==> src/rtl/deframing_pkg.sv <==
// Shared types and helpers for the deframing block: write/read FSM states,
// bank count and the scale-and-saturate function applied on the write path.
package deframing_pkg;

    localparam int BANKS = 2;

    typedef enum logic {
        WR_RECV = 1'b0,
        WR_DROP = 1'b1
    } wr_state_e;

    typedef enum logic {
        RD_IDLE   = 1'b0,
        RD_UNLOAD = 1'b1
    } rd_state_e;

    // x is the input element sign-extended to 32 bits; result fits o_bw signed bits.
    function automatic logic signed [31:0] sat_shift(input logic signed [31:0] x,
                                                     input int shift,
                                                     input int o_bw);
        logic signed [31:0] v;
        logic signed [31:0] hi;
        logic signed [31:0] lo;
        v  = x >>> shift;
        hi = (32'sd1 <<< (o_bw - 1)) - 32'sd1;
        lo = -(32'sd1 <<< (o_bw - 1));
        if (v > hi) return hi;
        if (v < lo) return lo;
        return v;
    endfunction

endpackage

==> src/rtl/deframing_pingpong_ram.sv <==
// Two-bank frame buffer addressed by {bank, ptr}: one write port and one
// registered read port whose output register holds its value between reads.
module deframing_pingpong_ram
    import deframing_pkg::*;
#(
    parameter int O_BW      = 9,
    parameter int FRAME_LEN = 256,
    parameter int AW        = $clog2(FRAME_LEN)
) (
    input  logic                   clk_i,
    input  logic                   rst_n_i,
    input  logic                   we_i,
    input  logic [AW:0]            waddr_i,
    input  logic signed [O_BW-1:0] wdata_i,
    input  logic                   re_i,
    input  logic [AW:0]            raddr_i,
    output logic signed [O_BW-1:0] rdata_o
);

    logic signed [O_BW-1:0] mem_q [BANKS*FRAME_LEN];
    logic signed [O_BW-1:0] rdata_d, rdata_q;

    always_ff @(posedge clk_i) begin
        if (we_i) mem_q[waddr_i] <= wdata_i;
    end

    always_comb begin
        rdata_d = rdata_q;
        if (re_i) rdata_d = mem_q[raddr_i];
    end

    always_ff @(posedge clk_i or negedge rst_n_i) begin
        if (!rst_n_i) rdata_q <= '0;
        else          rdata_q <= rdata_d;
    end

    assign rdata_o = rdata_q;

endmodule

==> src/rtl/deframing.sv <==
// Frame receiver: scales/saturates input frames into a ping-pong buffer and
// replays each committed frame as one element every CADENCE_CYC cycles.
module deframing
    import deframing_pkg::*;
#(
    parameter int I_BW        = 16,
    parameter int O_BW        = 9,
    parameter int FRAME_LEN   = 256,
    parameter int CADENCE_CYC = 3,
    parameter int SHIFT       = 6
) (
    input  logic                   clk_i,
    input  logic                   rst_n_i,
    input  logic signed [I_BW-1:0] data_i,
    input  logic                   valid_i,
    input  logic                   last_i,
    output logic signed [O_BW-1:0] data_o,
    output logic                   valid_o,
    output logic                   last_o,
    output logic                   err_o
);

    localparam int AW = $clog2(FRAME_LEN);
    localparam int CW = $clog2(CADENCE_CYC + 1);
    localparam logic [AW-1:0] PTR_LAST   = AW'(FRAME_LEN - 1);
    localparam logic [CW-1:0] CNT_RELOAD = CW'(CADENCE_CYC - 1);

    wr_state_e         wr_state_d, wr_state_q;
    logic              wr_bank_d, wr_bank_q;
    logic [AW-1:0]     wr_ptr_d, wr_ptr_q;
    logic [BANKS-1:0]  full_d, full_q;
    logic              err_p_d, err_p_q, err_o_q;
    rd_state_e         rd_state_d, rd_state_q;
    logic              rd_bank_d, rd_bank_q;
    logic [AW-1:0]     rd_ptr_d, rd_ptr_q;
    logic [CW-1:0]     cnt_d, cnt_q;
    logic              valid_d, valid_q, last_d, last_q;
    logic              we, re, commit, release_bank;
    logic signed [O_BW-1:0] wdata;

    assign wdata = O_BW'(sat_shift(32'(data_i), SHIFT, O_BW));

    always_comb begin
        wr_state_d = wr_state_q;
        wr_bank_d  = wr_bank_q;
        wr_ptr_d   = wr_ptr_q;
        err_p_d    = 1'b0;
        we         = 1'b0;
        commit     = 1'b0;
        case (wr_state_q)
            WR_RECV: begin
                if (valid_i) begin
                    // A frame may only start into an empty bank; otherwise drop it whole.
                    if (wr_ptr_q == '0 && full_q[wr_bank_q]) begin
                        err_p_d = 1'b1;
                        if (!last_i) wr_state_d = WR_DROP;
                    end else begin
                        we = 1'b1;
                        if (last_i) begin
                            wr_ptr_d = '0;
                            if (wr_ptr_q == PTR_LAST) begin
                                commit    = 1'b1;
                                wr_bank_d = ~wr_bank_q;
                            end else begin
                                err_p_d = 1'b1;
                            end
                        end else if (wr_ptr_q == PTR_LAST) begin
                            wr_ptr_d   = '0;
                            err_p_d    = 1'b1;
                            wr_state_d = WR_DROP;
                        end else begin
                            wr_ptr_d = wr_ptr_q + 1'b1;
                        end
                    end
                end
            end
            WR_DROP: begin
                if (valid_i && last_i) begin
                    wr_state_d = WR_RECV;
                    wr_ptr_d   = '0;
                end
            end
        endcase
    end

    always_comb begin
        rd_state_d   = rd_state_q;
        rd_bank_d    = rd_bank_q;
        rd_ptr_d     = rd_ptr_q;
        cnt_d        = cnt_q;
        re           = 1'b0;
        release_bank = 1'b0;
        case (rd_state_q)
            RD_IDLE: begin
                if (full_q[rd_bank_q]) begin
                    rd_state_d = RD_UNLOAD;
                    rd_ptr_d   = '0;
                    cnt_d      = '0;
                end
            end
            RD_UNLOAD: begin
                if (cnt_q == '0) begin
                    re       = 1'b1;
                    cnt_d    = CNT_RELOAD;
                    rd_ptr_d = rd_ptr_q + 1'b1;
                    if (rd_ptr_q == PTR_LAST) begin
                        release_bank = 1'b1;
                        rd_bank_d    = ~rd_bank_q;
                        if (!full_q[~rd_bank_q]) rd_state_d = RD_IDLE;
                    end
                end else begin
                    cnt_d = cnt_q - 1'b1;
                end
            end
        endcase
    end

    always_comb begin
        full_d = full_q;
        if (commit)       full_d[wr_bank_q] = 1'b1;
        if (release_bank) full_d[rd_bank_q] = 1'b0;
        valid_d = re;
        last_d  = re && (rd_ptr_q == PTR_LAST);
    end

    always_ff @(posedge clk_i or negedge rst_n_i) begin
        if (!rst_n_i) begin
            wr_state_q <= WR_RECV;
            wr_bank_q  <= 1'b0;
            wr_ptr_q   <= '0;
            full_q     <= '0;
            err_p_q    <= 1'b0;
            err_o_q    <= 1'b0;
            rd_state_q <= RD_IDLE;
            rd_bank_q  <= 1'b0;
            rd_ptr_q   <= '0;
            cnt_q      <= '0;
            valid_q    <= 1'b0;
            last_q     <= 1'b0;
        end else begin
            wr_state_q <= wr_state_d;
            wr_bank_q  <= wr_bank_d;
            wr_ptr_q   <= wr_ptr_d;
            full_q     <= full_d;
            err_p_q    <= err_p_d;
            err_o_q    <= err_p_q;
            rd_state_q <= rd_state_d;
            rd_bank_q  <= rd_bank_d;
            rd_ptr_q   <= rd_ptr_d;
            cnt_q      <= cnt_d;
            valid_q    <= valid_d;
            last_q     <= last_d;
        end
    end

    deframing_pingpong_ram #(
        .O_BW      (O_BW),
        .FRAME_LEN (FRAME_LEN),
        .AW        (AW)
    ) u_ram (
        .clk_i   (clk_i),
        .rst_n_i (rst_n_i),
        .we_i    (we),
        .waddr_i ({wr_bank_q, wr_ptr_q}),
        .wdata_i (wdata),
        .re_i    (re),
        .raddr_i ({rd_bank_q, rd_ptr_q}),
        .rdata_o (data_o)
    );

    assign valid_o = valid_q;
    assign last_o  = last_q;
    assign err_o   = err_o_q;

endmodule
==> config.mk <==
export PLATFORM = sky130hd
export DESIGN_NAME = deframing
export DESIGN_NICKNAME = d
export VERILOG_FILES = /design/src/rtl/deframing_pkg.sv /design/src/rtl/deframing_pingpong_ram.sv /design/src/rtl/deframing.sv
export SDC_FILE = /design/constraint.sdc
export NUM_CORES = 2
export LEC_CHECK = 0
export BUFFER_PORTS_ARGS = -buffer_cell sky130_fd_sc_hd__buf_2
export CORE_MARGIN = 2
export CORE_UTILIZATION = 50
export DETAILED_ROUTE_END_ITERATION = 10
export PLACE_DENSITY = 0.65
export SYNTH_ARGS = -nofsm -noshare
export SYNTH_HDL_FRONTEND = slang
export SYNTH_MEMORY_MAX_BITS = 65536
export SYNTH_SLANG_ARGS = --single-unit
==> constraint.sdc <==
create_clock -name clk_i -period 4 [get_ports clk_i]
set_clock_uncertainty 0.1 [all_clocks]
set_input_delay 0.2 -clock clk_i [delete_from_list [all_inputs] [get_ports clk_i]]
set_output_delay 0.2 -clock clk_i [all_outputs]
set_load 0.05 [all_outputs]
==> flow_summary.yaml <==
outcome:
  outcome: "finished, violations left"
  failed_checks: "negative setup slack"
clock_network:
  postCtsSetupRepairBufs: 0
  cts_inserted_buffers: 454
  htreeDepth: 5
  clock_sinks: 4645
  clockRootBuffer: "sky130_fd_sc_hd__clkbuf_16"
  clk_transition_reported_paths_ns: 0.06
  clock_tree.buffer_depth: 4
  clock_latency_ns: 1.01
  cts_tree: "built"
timing:
  rsz0062_at_grt: "no"
  setup-violations-final: 3
  fin_tns_setup_ns: -0.0298
  final-hold-violation-count: 0
  relSlewSlack_pct: 11.0
  timing_max_transition_violations_final: 0
  fmax_ghz: 0.248
  max_slew.worst_pin.slew_ns: 1.33
  layout_min_cycle_time_ns: 4.03
  worst_slack_ns: -0.0281
  fin_hold_ws_ns: 0.170
  fin_crit_sh_pct: 101
detailed_routing:
  drt_iter0_drcs: 15000
  vias_per_cell: 6.44
  drt.antenna.violating_nets: 0
  finalWirelength_mm: 513
  post_detailed_route_drc_marker_count: 0
  first_pass_iteration_count_of_the_detailed_router: 6
  routedWlPerCell_um: 35.0
  route.vias.total: 94400
finish:
  layout.cells.non_filler: 14700
  area_delta_synth_final_pct: 16.0
  layout-drive-gt1-share_pct: 30.4
  final_cell_area_um2: 209000
  nets: 9525
floorplanning:
  placement_row_count: 220
  floorplan.die_area_um2: 365000
  floorplan.die.width_um: 604
  fp.coreArea_um2: 359000
  starting_density_of_the_core_pct: 50.2
  die_h_um: 604
  design.portCount: 32
worst_setup_path:
  critical_path.max_fanout: 23
  crit_path_cell_trace: "buf_4, and2_1, o221ai_1, o22ai_1, nor2_1, nand2_1, o311ai_0, buf_4, nor4_1, buf_4, nor3_1"
  crit_top_cell: "sky130_fd_sc_hd__buf_4"
  start_kind: "flop"
  critical-path-slowest-cell: "sky130_fd_sc_hd__and2_1"
  timing.critical_path.slowest_cell_delay_ns: 0.90
  startpoint_to_endpoint_class_of_the_critical_path: "flop to flop"
  setup.worst_path.end_class: "flop"
  timing.critical_path.required_ns: 4.79
  cp_data_arrival_time_ns: 4.82
min_path:
  timing.hold.worst.class: "input pin to flop"
logic_synthesis:
  synth_top_area_share_pct: 76.8
  post-synth-top-count-cell: "sky130_fd_sc_hd__edfxtp_1"
  synth.cell_area_um2: 180000
  ys_dominant_reg_cell: "sky130_fd_sc_hd__edfxtp_1"
  edff_count_synth: 4608
  synth_compound_gate_area_share_pct: 2.37
  netlist-cell-type-count: 64
  avgSynthCellArea_um2: 21.4
  netlist_top_cells_area: "sky130_fd_sc_hd__edfxtp_1 (77%), sky130_fd_sc_hd__mux4_2 (14%), sky130_fd_sc_hd__mux2i_1 (1.8%)"
  postSynthCellCount: 8418
  synth.top_cells.by_count: "sky130_fd_sc_hd__edfxtp_1 (4,608), sky130_fd_sc_hd__mux4_2 (1,137), sky130_fd_sc_hd__nor2_1 (620)"
  asyncSetResetFlopFracSynth_pct: 0.797
  seq_area_frac_synth_pct: 77.3
  synth_simple_gate_area_share_pct: 2.65
  post_synth_xor_area_fraction_pct: 0.0292
  synth.mux.area_fraction_pct: 16.1
  yosysWarningCount: 0
  yosys_register_bits: 4645
  synthAdderAreaFrac_pct: 0.0625
  synth_top_family_by_area: "multiplexers"
  most_area_hungry_cell_type_in_the_yosys_netlist: "sky130_fd_sc_hd__edfxtp_1"
  syn-num-nets: 8447
placed_design:
  finalWeightedCongestion: 0.907
  place_inst: 13800
  io_buffers: 25
  dpl.hpwl_mm: 331
  post_dp_cell_area_um2: 194000
power_and_ir_drop:
  power.density_nw_per_um2: 472
  worst_voltage_drop_across_the_vdd_grid_v: 0.000387
  leakage_nw: 65.7
  fin_total_pwr_mw: 98.6
global_routing:
  grt_start_max_net_pins: 176
  grt_pass1_vias: 92700
  global_route_wire_length_before_repair_mm: 717
  gr-total-overflow: 0
  grt_antenna_before_repair: 31
  groute.usage.overall_pct: 28.0
job:
  max_cap_violations: 0
-- area by class of cell --
| type | count | area [um2] |
|---|---|---|
| inverter | 16 | 75.1 |
| tap | 4773 | 5970 |
| clock buffer | 544 | 11800 |
| multi-input combinational | 3246 | 38700 |
| clock inverter | 287 | 2990 |
| sequential | 4645 | 139000 |
| fill | 25700 | 150000 |
| antenna | 19 | 47.5 |
| timing repair buffer | 1133 | 10100 |
-- stage by stage --
stage               worst slack (ns)  util [%]
floorplan                      -2.16         -
global placement              -0.446      54.0
detailed placement            -0.343      54.0
CTS                           0.0108      58.2
global route                 0.00387      58.2
finish                       -0.0281      58.2
-- cell families after synthesis --
family          after synthesis
fa+ha+maj                     9
simple gates               1136
compound gates              621
flops                      4645
buf+inv                     527
xor+xnor                      6
mux                        1474
-- sequential cells by signal (all words and copies together) (netlist names) --
name           flops
wr_bank_q          1
u_ram.mem_q     4608
rd_ptr_q           8
wr_state_q         1
rd_state_q         1
full_q             2
valid_o            1
last_o             1
rd_bank_q          1
cnt_q              2
err_p_q            1
wr_ptr_q           8
u_ram.rdata_o      9
err_o              1
-- metal layers --
| layer | vias to the layer above | track usage, % | wire, um |
|---|---|---|---|
| met2 | 5743 | 43.1 | 239000 |
| met1 | 50200 | 39.0 | 194000 |
| met4 | 16 | 12.4 | 26100 |
| li1 | 37400 | - | - |
| met3 | 1039 | 5.83 | 53900 |
| met5 | - | 0 | 104 |
-- cells in the final DEF (no fill, tap or decap), types with 13 or more instances in the layout --
cell type	count
sky130_fd_sc_hd__nor3_1	49
sky130_fd_sc_hd__dlygate4sd3_1	17
sky130_fd_sc_hd__clkinv_4	13
sky130_fd_sc_hd__a22oi_1	85
sky130_fd_sc_hd__nand2b_1	15
sky130_fd_sc_hd__mux4_2	1137
sky130_fd_sc_hd__a221oi_1	21
sky130_fd_sc_hd__a21oi_1	110
sky130_fd_sc_hd__nor2_1	610
sky130_fd_sc_hd__clkbuf_1	85
sky130_fd_sc_hd__buf_12	120
sky130_fd_sc_hd__a32oi_1	21
sky130_fd_sc_hd__nor2b_1	15
sky130_fd_sc_hd__clkinv_2	84
sky130_fd_sc_hd__nor4_1	18
sky130_fd_sc_hd__mux2_2	20
sky130_fd_sc_hd__and3_1	17
sky130_fd_sc_hd__clkinvlp_4	14
sky130_fd_sc_hd__clkbuf_16	459
sky130_fd_sc_hd__clkinv_1	99
sky130_fd_sc_hd__buf_2	24
sky130_fd_sc_hd__buf_4	967
sky130_fd_sc_hd__a31oi_1	22
sky130_fd_sc_hd__o21ai_0	72
sky130_fd_sc_hd__o221ai_1	69
sky130_fd_sc_hd__a211oi_1	32
sky130_fd_sc_hd__nand4_1	18
sky130_fd_sc_hd__dfrtp_1	31
sky130_fd_sc_hd__nand2_1	261
sky130_fd_sc_hd__mux2i_1	316
sky130_fd_sc_hd__bufinv_16	54
sky130_fd_sc_hd__nand3_1	53
sky130_fd_sc_hd__o22ai_1	88
sky130_fd_sc_hd__edfxtp_1	4608
sky130_fd_sc_hd__diode_2	19
-- final timing paths --
| path | start | endpoint | slack, ns | cells after the start |
|---|---|---|---|---|
| min in group asynchronous | rst_n_i | u_ram.rdata_o[2]$_DFFE_PN0P_ | 0.29 | 4 |
| min | last_i | wr_bank_q$_DFFE_PN0P_ | 0.17 | 4 |
| max reg2reg | rd_ptr_q[3]$_DFFE_PN0P_ | u_ram.rdata_o[4]$_DFFE_PN0P_ | -0.03 | 11 |
| max | rd_ptr_q[3]$_DFFE_PN0P_ | u_ram.rdata_o[4]$_DFFE_PN0P_ | -0.03 | 11 |
| max in group asynchronous | rst_n_i | rd_ptr_q[0]$_DFFE_PN0P_ | 2.94 | 4 |
| min reg2reg | err_p_q$_DFF_PN0_ | err_o$_DFF_PN0_ | 0.25 | 0 |
-- worst max-delay path, delay by kind of cell, from the launching register on --
family / cells / cell delay [ns]
DFF: 1 / 0.77
and+or+nand+nor: 5 / 1.36
buffers and inverters: 3 / 0.74
AOI/OAI and AO/OA: 3 / 0.91
-- power breakdown --
| group | internal, mW | total (mW) | switching [mW] | leakage (nW) |
|---|---|---|---|---|
| clock | 24.5 | 42.8 | 18.3 | 7.22 |
| combinational | 0.260 | 1.83 | 1.57 | 16.0 |
| sequential | 53.9 | 53.9 | 0.0206 | 42.5 |
| total | 78.7 | 98.6 | 19.9 | 65.7 |
-- timing repair --
action / in CTS / in global routing
pin swaps: 0 / 1
cloned: 0 / 0
setup endpoints to repair: 5 / 5
hold buffers: 17 / 0
endpoints found under the hold margin: 427 / 0
resized for setup: 14 / 13
No activity file was read; power rests on OpenSTA's default activity.
